`config.mk`:
```
export PLATFORM = sky130hd
export DESIGN_NAME = hud_text_engine
export DESIGN_NICKNAME = d
export VERILOG_FILES = /design/src/rtl/hud_pkg.sv /design/src/rtl/bcd_converter.sv /design/src/rtl/hud_text_engine.sv
export SDC_FILE = /design/constraint.sdc
export NUM_CORES = 1
export LEC_CHECK = 0
export BUFFER_PORTS_ARGS = -buffer_cell sky130_fd_sc_hd__buf_2
export CORE_MARGIN = 1.5
export CORE_UTILIZATION = 40
export CTS_BUF_LIST = sky130_fd_sc_hd__clkbuf_16
export CTS_CLUSTER_DIAMETER = 100
export DETAILED_ROUTE_END_ITERATION = 8
export GPL_TIMING_DRIVEN = 0
export RECOVER_POWER = 50
export SLEW_MARGIN = 20
export SYNTH_ARGS = -nofsm -noshare
export SYNTH_HDL_FRONTEND = slang
export SYNTH_HIERARCHICAL = 1
export SYNTH_SLANG_ARGS = --single-unit
```
`constraint.sdc`:
```
create_clock -name Clk -period 10.1 [get_ports Clk]
set_input_delay 2.02 -clock Clk [delete_from_list [all_inputs] [get_ports Clk]]
set_output_delay 2.02 -clock Clk [all_outputs]
set_load 0.02 [all_outputs]
```
`src/rtl/hud_pkg.sv`:
```
// hud_pkg: constants, glyph indices and the converter state type shared by the HUD text engine.
package hud_pkg;
    localparam int GLYPH_W = 30;
    localparam int GLYPH_H = 45;
    localparam logic [3:0] DIGIT0 = 4'd0, DIGIT1 = 4'd1, DIGIT2 = 4'd2, DIGIT3 = 4'd3, DIGIT4 = 4'd4;
    localparam logic [3:0] DIGIT5 = 4'd5, DIGIT6 = 4'd6, DIGIT7 = 4'd7, DIGIT8 = 4'd8, DIGIT9 = 4'd9;
    localparam logic [3:0] HEART = 4'd10, HALF_HEART = 4'd11, BLANK = 4'd12;
    localparam logic [3:0] SHIFT_LAST = 4'd13;
    typedef enum logic [1:0] {ST_IDLE, ST_SHIFT, ST_DONE} bcd_state_t;
endpackage

```
`src/rtl/bcd_converter.sv`:
```
// bcd_converter: 14-bit binary to 4-digit BCD via double-dabble, one shift per cycle.
// Ports: Clk/Reset_n clock and async active-low reset; i_start accepted only while idle;
// i_bin value to convert; o_busy high in SHIFT and DONE; o_done high in DONE; o_bcd result, valid in DONE.
module bcd_converter (
    input  logic        Clk,
    input  logic        Reset_n,
    input  logic        i_start,
    input  logic [13:0] i_bin,
    output logic        o_busy,
    output logic        o_done,
    output logic [15:0] o_bcd
);
    import hud_pkg::*;
    bcd_state_t r_state, w_next;
    logic [3:0]  r_cnt;
    logic [13:0] r_bin;
    logic [15:0] r_bcd, w_adj;
    genvar n;
    // Add-3 to any digit >= 5 so the following left shift carries correctly into the next digit.
    for (n = 0; n < 4; n++) begin : g_adj
        assign w_adj[4*n +: 4] = (r_bcd[4*n +: 4] >= 4'd5) ? r_bcd[4*n +: 4] + 4'd3 : r_bcd[4*n +: 4];
    end
    always_comb begin
        w_next = r_state;
        case (r_state)
            ST_IDLE:  w_next = i_start ? ST_SHIFT : ST_IDLE;
            ST_SHIFT: w_next = (r_cnt == SHIFT_LAST) ? ST_DONE : ST_SHIFT;
            default:  w_next = ST_IDLE;
        endcase
    end
    always_ff @(posedge Clk or negedge Reset_n) begin
        if (!Reset_n) begin
            r_state <= ST_IDLE;
            r_cnt   <= '0;
            r_bin   <= '0;
            r_bcd   <= '0;
        end else begin
            r_state <= w_next;
            if (r_state == ST_IDLE && i_start) begin
                r_bin <= i_bin;
                r_bcd <= '0;
                r_cnt <= '0;
            end else if (r_state == ST_SHIFT) begin
                {r_bcd, r_bin} <= {w_adj[14:0], r_bin, 1'b0};
                r_cnt <= r_cnt + 4'd1;
            end
        end
    end
    assign o_busy = (r_state != ST_IDLE);
    assign o_done = (r_state == ST_DONE);
    assign o_bcd  = r_bcd;
endmodule

```
`src/rtl/hud_text_engine.sv`:
```
// hud_text_engine: renders a 4-digit score and 5 heart cells from a glyph ROM.
// Ports: Clk/Reset_n clock and async active-low reset; DrawX/DrawY current pixel;
// frame_start latches score/health when idle; char_data_out ROM palette data (1-cycle latency);
// char_idx/char_read_address ROM request; text_on/text_color pixel output; bcd_busy conversion active.
module hud_text_engine #(
    parameter int GLYPH_W = hud_pkg::GLYPH_W,
    parameter int GLYPH_H = hud_pkg::GLYPH_H,
    parameter int SCORE_X = 16,
    parameter int SCORE_Y = 8,
    parameter int HEART_X = 464,
    parameter int HEART_Y = 8
) (
    input  logic        Clk,
    input  logic        Reset_n,
    input  logic [9:0]  DrawX,
    input  logic [9:0]  DrawY,
    input  logic        frame_start,
    input  logic [15:0] score,
    input  logic [3:0]  health,
    input  logic [4:0]  char_data_out,
    output logic [3:0]  char_idx,
    output logic [18:0] char_read_address,
    output logic        text_on,
    output logic [4:0]  text_color,
    output logic        bcd_busy
);
    import hud_pkg::*;
    logic        w_start, w_done, w_hit, r_in;
    logic [13:0] w_score_sat;
    logic [15:0] w_bcd, r_digits;
    logic [3:0]  w_health_sat, r_health_pend, r_health, w_idx;
    logic [18:0] w_x, w_y, w_addr;
    assign w_start      = frame_start && !bcd_busy;
    assign w_score_sat  = (score > 16'd9999) ? 14'd9999 : score[13:0];
    assign w_health_sat = (health > 4'd10) ? 4'd10 : health;
    bcd_converter u_bcd (
        .Clk     (Clk),
        .Reset_n (Reset_n),
        .i_start (w_start),
        .i_bin   (w_score_sat),
        .o_busy  (bcd_busy),
        .o_done  (w_done),
        .o_bcd   (w_bcd)
    );
    // Health is held aside until DONE so digits and hearts change on the same edge.
    always_ff @(posedge Clk or negedge Reset_n) begin
        if (!Reset_n) begin
            r_health_pend <= '0;
            r_health      <= '0;
            r_digits      <= '0;
            r_in          <= 1'b0;
        end else begin
            r_in <= w_hit;
            if (w_start) r_health_pend <= w_health_sat;
            if (w_done) begin
                r_digits <= w_bcd;
                r_health <= r_health_pend;
            end
        end
    end
    assign w_x = {9'd0, DrawX};
    assign w_y = {9'd0, DrawY};
    always_comb begin
        w_hit  = 1'b0;
        w_idx  = BLANK;
        w_addr = '0;
        for (int k = 0; k < 4; k++) begin
            if (w_y >= 19'(SCORE_Y) && w_y < 19'(SCORE_Y + GLYPH_H) &&
                w_x >= 19'(SCORE_X + k*GLYPH_W) && w_x < 19'(SCORE_X + (k+1)*GLYPH_W)) begin
                w_hit  = 1'b1;
                w_idx  = r_digits[4*(3-k) +: 4];
                w_addr = (w_y - 19'(SCORE_Y)) * 19'(GLYPH_W) + (w_x - 19'(SCORE_X + k*GLYPH_W));
            end
        end
        for (int i = 0; i < 5; i++) begin
            if (w_y >= 19'(HEART_Y) && w_y < 19'(HEART_Y + GLYPH_H) &&
                w_x >= 19'(HEART_X + i*GLYPH_W) && w_x < 19'(HEART_X + (i+1)*GLYPH_W)) begin
                w_hit  = 1'b1;
                w_idx  = (r_health >= 4'(2*i+2)) ? HEART : (r_health == 4'(2*i+1)) ? HALF_HEART : BLANK;
                w_addr = (w_y - 19'(HEART_Y)) * 19'(GLYPH_W) + (w_x - 19'(HEART_X + i*GLYPH_W));
            end
        end
    end
    assign char_idx          = w_idx;
    assign char_read_address = w_addr;
    assign text_color        = char_data_out;
    assign text_on           = r_in && (char_data_out != 5'd0);
endmodule
```
Yosys cells after proc, flatten, opt, wreduce, memory -nomap -nowiden

Index checks and enable logic that the tools add are counted.

Flip-flop bits (word level): 61
Input bits: 48
Output and inout bits: 30

Add/sub/neg operators: 24
Multipliers: 1
Order comparisons: 31
Eq/ne operators: 8
Muxes and demuxes: 52
Reduce and logical (&&, ||, !) cells: 27

Operators with widths:

| cell                     | number |
|---|---|
| $add A19 B19 Y19         | 9 |
| $mux W19                 | 9 |
| $mux W4                  | 15 |
| $mux W14                 | 3 |
| $lt A10 B10 Y1 const B   | 4 |
| $mux W3                  | 11 |
| $sub A10 B10 Y11 const B | 3 |
| $mux W16                 | 2 |
| $ge A10 B10 Y1 const B   | 3 |
| $ge A4 B3 Y1 const B     | 6 |
| $logic_and A1 B1 Y1      | 22 |
| $sub A10 B7 Y11 const B  | 2 |
| $sub A10 B9 Y11 const B  | 2 |
| $ge A10 B7 Y1 const B    | 2 |
| $ge A10 B9 Y1 const B    | 2 |
| $lt A10 B6 Y1 const B    | 2 |
| $lt A10 B7 Y1 const B    | 2 |
| $mul A19 B4 Y18 const B  | 1 |
| $gt A16 B14 Y1 const B   | 1 |
| $add A4 B2 Y4 const B    | 3 |
| $sub A10 B4 Y11 const B  | 1 |
| $sub A10 B5 Y11 const B  | 1 |
| $sub A10 B6 Y11 const B  | 1 |
| $ge A10 B4 Y1 const B    | 1 |
| 22 further kinds         | 35 |

Depth between registers and ports, before layout

Depth after elaboration: 13
Mapped depth: 28

Modules after synthesis

Netlist, hierarchy kept.

Modules (own cells, without submodules):

| module          | times used | cells each | area an instance (um^2) | sequential area each (um^2) |
|---|---|---|---|---|
| hud_text_engine | 1          | 1,475      | 10,737.8                | 625.6 |
| bcd_converter   | 1          | 184        | 1,776.7                 | 900.9 |

Worst setup path before layout

Ideal clock, no wire load.

Path kind: in2out
Start: input DrawY[3]
End: output char_read_address[18]
Data arrival time: 7,548 ps
Required time: 8,080 ps
Setup slack: 532 ps
Cell stages on the path: 24
Path buffers: 0
Cell sequence: inv_1 -> ha_1 -> xnor2_1 -> inv_1 -> ha_1 -> xor2_1 -> fa_1 -> inv_1 -> ha_1 -> o21ai_0 -> a21boi_0 -> o21ai_0 -> a21boi_0 -> nor3_1 -> o31ai_1 -> ha_1 -> a21o_1 -> a2111oi_0 -> a21oi_1 -> nor2_1 -> a21oi_1 -> a21oi_1 -> o221ai_1 -> a32oi_1

Longest elaborated chain between the ends: 13
Elaborated cells on any way between the ends: 41
Those cells by class: 10 x add/sub; 1 x mul; 2 x order compare; 9 x mux; 19 x reduce/logical

Ends and longest elaborated chain:

| element                                                                  | line                  | RTL |
|---|---|---|
| start: declaration                                                       | hud_text_engine.sv:16 | `input logic [9:0] DrawY,` |
| parallel branches: the longest is 12 deep, another holds $mul A19 B4 Y18 | n/a                   |  |
| $mux W19 (*)                                                             | hud_text_engine.sv:76 | `if (w_y >= 19'(HEART_Y) && w_y < 19'(HEART_Y + GLYPH_H) &&` |
| end: declaration                                                         | hud_text_engine.sv:22 | `output logic [18:0] char_read_address,` |

Mark *: on every way between the ends.

Worst setup path after layout

Same ends and word-level chain as after synthesis.

==> results.yml <==
cells_and_area:
  diodes: 0
  layout.area.seq_um2: 1530
  drive_above_1_share_pct: 12.5
  final_area_um2: 14100
  fillers: 3127
  multi_input_area_um2: 10700
  syn_to_final_growth_pct: 13.1
  nNetsFinal: 1995
power:
  p_sw_mw: 2.40
  vdd_drop_max_v: 0.000174
  power_frac_seq_pct: 9.7
  swShare_pct: 53.6
  power_density_nw_per_um2: 317
  p_leak_nw: 6.29
  fin_total_pwr_mw: 4.49
  p_clk_share_pct: 6.4
  combinationalPowerShare_pct: 83.9
  p_int_mw: 2.08
grt:
  grt_pass1_wl_um: 69400
  grt_pass1_vias: 12500
  grt_max_degree: 62
  grt_antenna_before_repair: 0
  overflow: 0
  track_usage_pct: 27.2
sta:
  period_share_pct: 97.1
  fin_ws_ps: 292
  tightest_slew_ps: 3210
  period_needed_ps: 9810
  drv_slew: 62
  setup_viol: 0
  maxSlewHeadroom_pct: -114
  final-hold-violation-count: 0
  whs_ps: 472
  max_clock_freq_mhz: 102
  fin_skew_ps: 7.46
critical_path:
  criticalPathCategory: "in -> out"
  cp_max_fo: 6
  max_stage_delay_ps: 550
  worst_r2r_endpoint: "u_bcd/r_bin[12]$_DFFE_PN0P_"
  crit_slowest_cell: "fa_1"
  crit_start: "DrawY[3]"
  worstReg2RegStart: "u_bcd/r_state[1]$_DFF_PN0_"
  start_kind: "input pin"
  required_ps: 8080
  crit_family: "compound AO/OA/AOI/OAI gates"
  ff2ff_setup_slack_ps: 7840
  endpoint_kind: "output pin"
  crit_buf_inv: 5
  reg2reg_depth: 11
  critical_path_arrival_ps: 7790
clock_network:
  root_buffer: "clkbuf_16"
  clockBufferDepth: 2
  cts-buffers-inserted: 9
  cts_max_level: 3
  clk_latency_ps: 320
  cts.sinks: 61
  cts_tree: "built"
  path_clk_slew_ps: 50
logic_synthesis:
  syn_avg_cell_area_um2: 7.54
  synthTopCellsByArea: "ha_1, dfrtp_1, xnor2_1"
  ys_async_sr_fraction_pct: 100
  synth_area_leader_cell: "ha_1"
  synth_commonest_cells: "ha_1, nand2_1, a21oi_1"
  synth_cell_types: 80
  synth-seq-cells: 61
  synth_nets: 1892
  yosys_warnings: 6
  netlist_area_um2: 12500
  yosysSeqAreaShare_pct: 12.2
  synth_edf_count: 0
  synth-main-ff-cell: "dfrtp_1"
  syn_inst: 1659
  yosysMostFrequentCell: "ha_1"
  synth_top_area_share_pct: 17.0
floorplan:
  io-pin-count: 78
  dieArea_um2: 32400
  start_util_pct: 40.8
  die_w_um: 180
  coreArea_um2: 30700
  dieHeight_um: 180
  row_count: 64
worst_hold_path:
  min_to: "u_bcd/r_bin[11]$_DFFE_PN0P_"
  hold_path_depth: 2
  hp-class: "reg -> reg"
  worstHoldStart: "u_bcd/r_bin[11]$_DFFE_PN0P_"
place:
  place_ws_ps: -948
  placed_cell_area_um2: 13500
  hpwl_um: 36300
  port_buffers: 74
  gp_congestion: 0.960
outcome:
  violations: "capacitance limit, slew limit"
  status: "finished with violations"
route:
  routed_via_density: 6.12
  drc_errors: 0
  finalWirelength_um: 45300
  routedWlPerCell_um: 20.9
  drtIter0Drc: 1074
  num_vias: 13200
  dr.pass1.iters: 7
  final_antenna_net_count: 0
job:
  cap_viol_max_count: 1
[repair_timing]
action | in CTS | in global routing
pin swaps | 4 | 15
hold buffers | 0 | 0
setup endpoints to repair | 8 | 8
gates resized for setup | 20 | 33
buffers inserted | 4 | 12
[area by class of cell]
type	instances	share of cell area, %
Clock inverter	7	0.407
Tap cell	396	3.50
Buffer	53	1.80
Timing Repair Buffer	94	3.93
Clock buffer	9	1.59
Sequential cell	61	10.8
Inverter	92	2.52
Multi-Input combinational cell	1451	75.5
[worst max path at each step]
stage,to,slack (ps),cells after the start
3_5_place_dp,char_read_address[18],-950,27
4_1_cts,char_read_address[18],9,26
5_1_grt,char_read_address[18],-20,26
2_1_floorplan,char_read_address[18],530,24
3_3_place_gp,char_read_address[18],-1750,24
6_report,char_read_address[18],290,26
[stage by stage]
stage               TNS (ps)  instances  utilization (%)
CTS                        0       2152             45.3
detailed placement     -5030       2133             44.0
global route           -31.8       2163             46.1
floorplan                  0       1659                -
finish                     0       2163             46.1
global placement       -8160       2129             43.6
[flip-flops by register name, indices dropped and copies added, names as in the netlist]
| signal | flops |
|---|---|
| r_digits | 16 |
| r_health | 4 |
| r_health_pend | 4 |
| r_in | 1 |
| u_bcd/o_bcd | 16 |
| u_bcd/r_bin | 14 |
| u_bcd/r_cnt | 4 |
| u_bcd/r_state | 2 |
[power groups by stage]
stage | registers, mW | clock network (mW) | logic [mW]
2_1_floorplan | 0.406 | 0 | 2.74
3_3_place_gp | 0.434 | 0 | 3.50
3_5_place_dp | 0.437 | 0 | 3.59
4_1_cts | 0.434 | 0.294 | 3.65
5_1_grt | 0.450 | 0.305 | 4.13
6_report | 0.434 | 0.287 | 3.77
[metal layers]
metal  wire [um]  vias up  part of all wire, %  GRT usage [%]
met3        3190      104                  7.0           2.61
met4        2030        0                  4.5           13.0
li1            -     6306                    -              -
met2       21100      523                   47           45.6
met5           0        -                    0              0
met1       19000     6307                   42           34.9
[cell families (layout without fill, tap and decap cells)]
kind of cell,Yosys count,after routing,share of synthesized area (%)
flops,61,61,12.2
xor+xnor,162,162,11.3
compound gates,540,540,28.4
buf+inv,147,255,4.85
simple gates,526,526,20.4
fa+ha+maj,187,187,19.6
mux,36,36,3.21
[cell usage in the layout, fill, tap and decap left out, drive strengths merged, types with 13 or more instances in the layout]
cell type / netlist / final
a211oi: 28 / 28
o21a: 18 / 18
nor2: 123 / 123
nand3: 48 / 48
or2: 13 / 13
a21oi: 132 / 132
a22oi: 22 / 22
buf: 24 / 115
and2: 14 / 14
mux2: 23 / 23
a21o: 40 / 40
o21ai: 118 / 118
nor3: 55 / 55
xor2: 58 / 58
a31oi: 27 / 27
xnor2: 104 / 104
fa: 15 / 15
nand2b: 36 / 36
ha: 170 / 170
nor2b: 19 / 19
nand2: 150 / 150
or3: 18 / 18
o211ai: 21 / 21
dfrtp: 61 / 61
inv: 91 / 89
clkbuf: 31 / 41
[tightest hold or removal path, stage by stage (launching register included)]
cell	delay [ps]
dfrtp_1	340
nand2_1	50
nand2_1	50
Power figures use the tool's default switching activity.
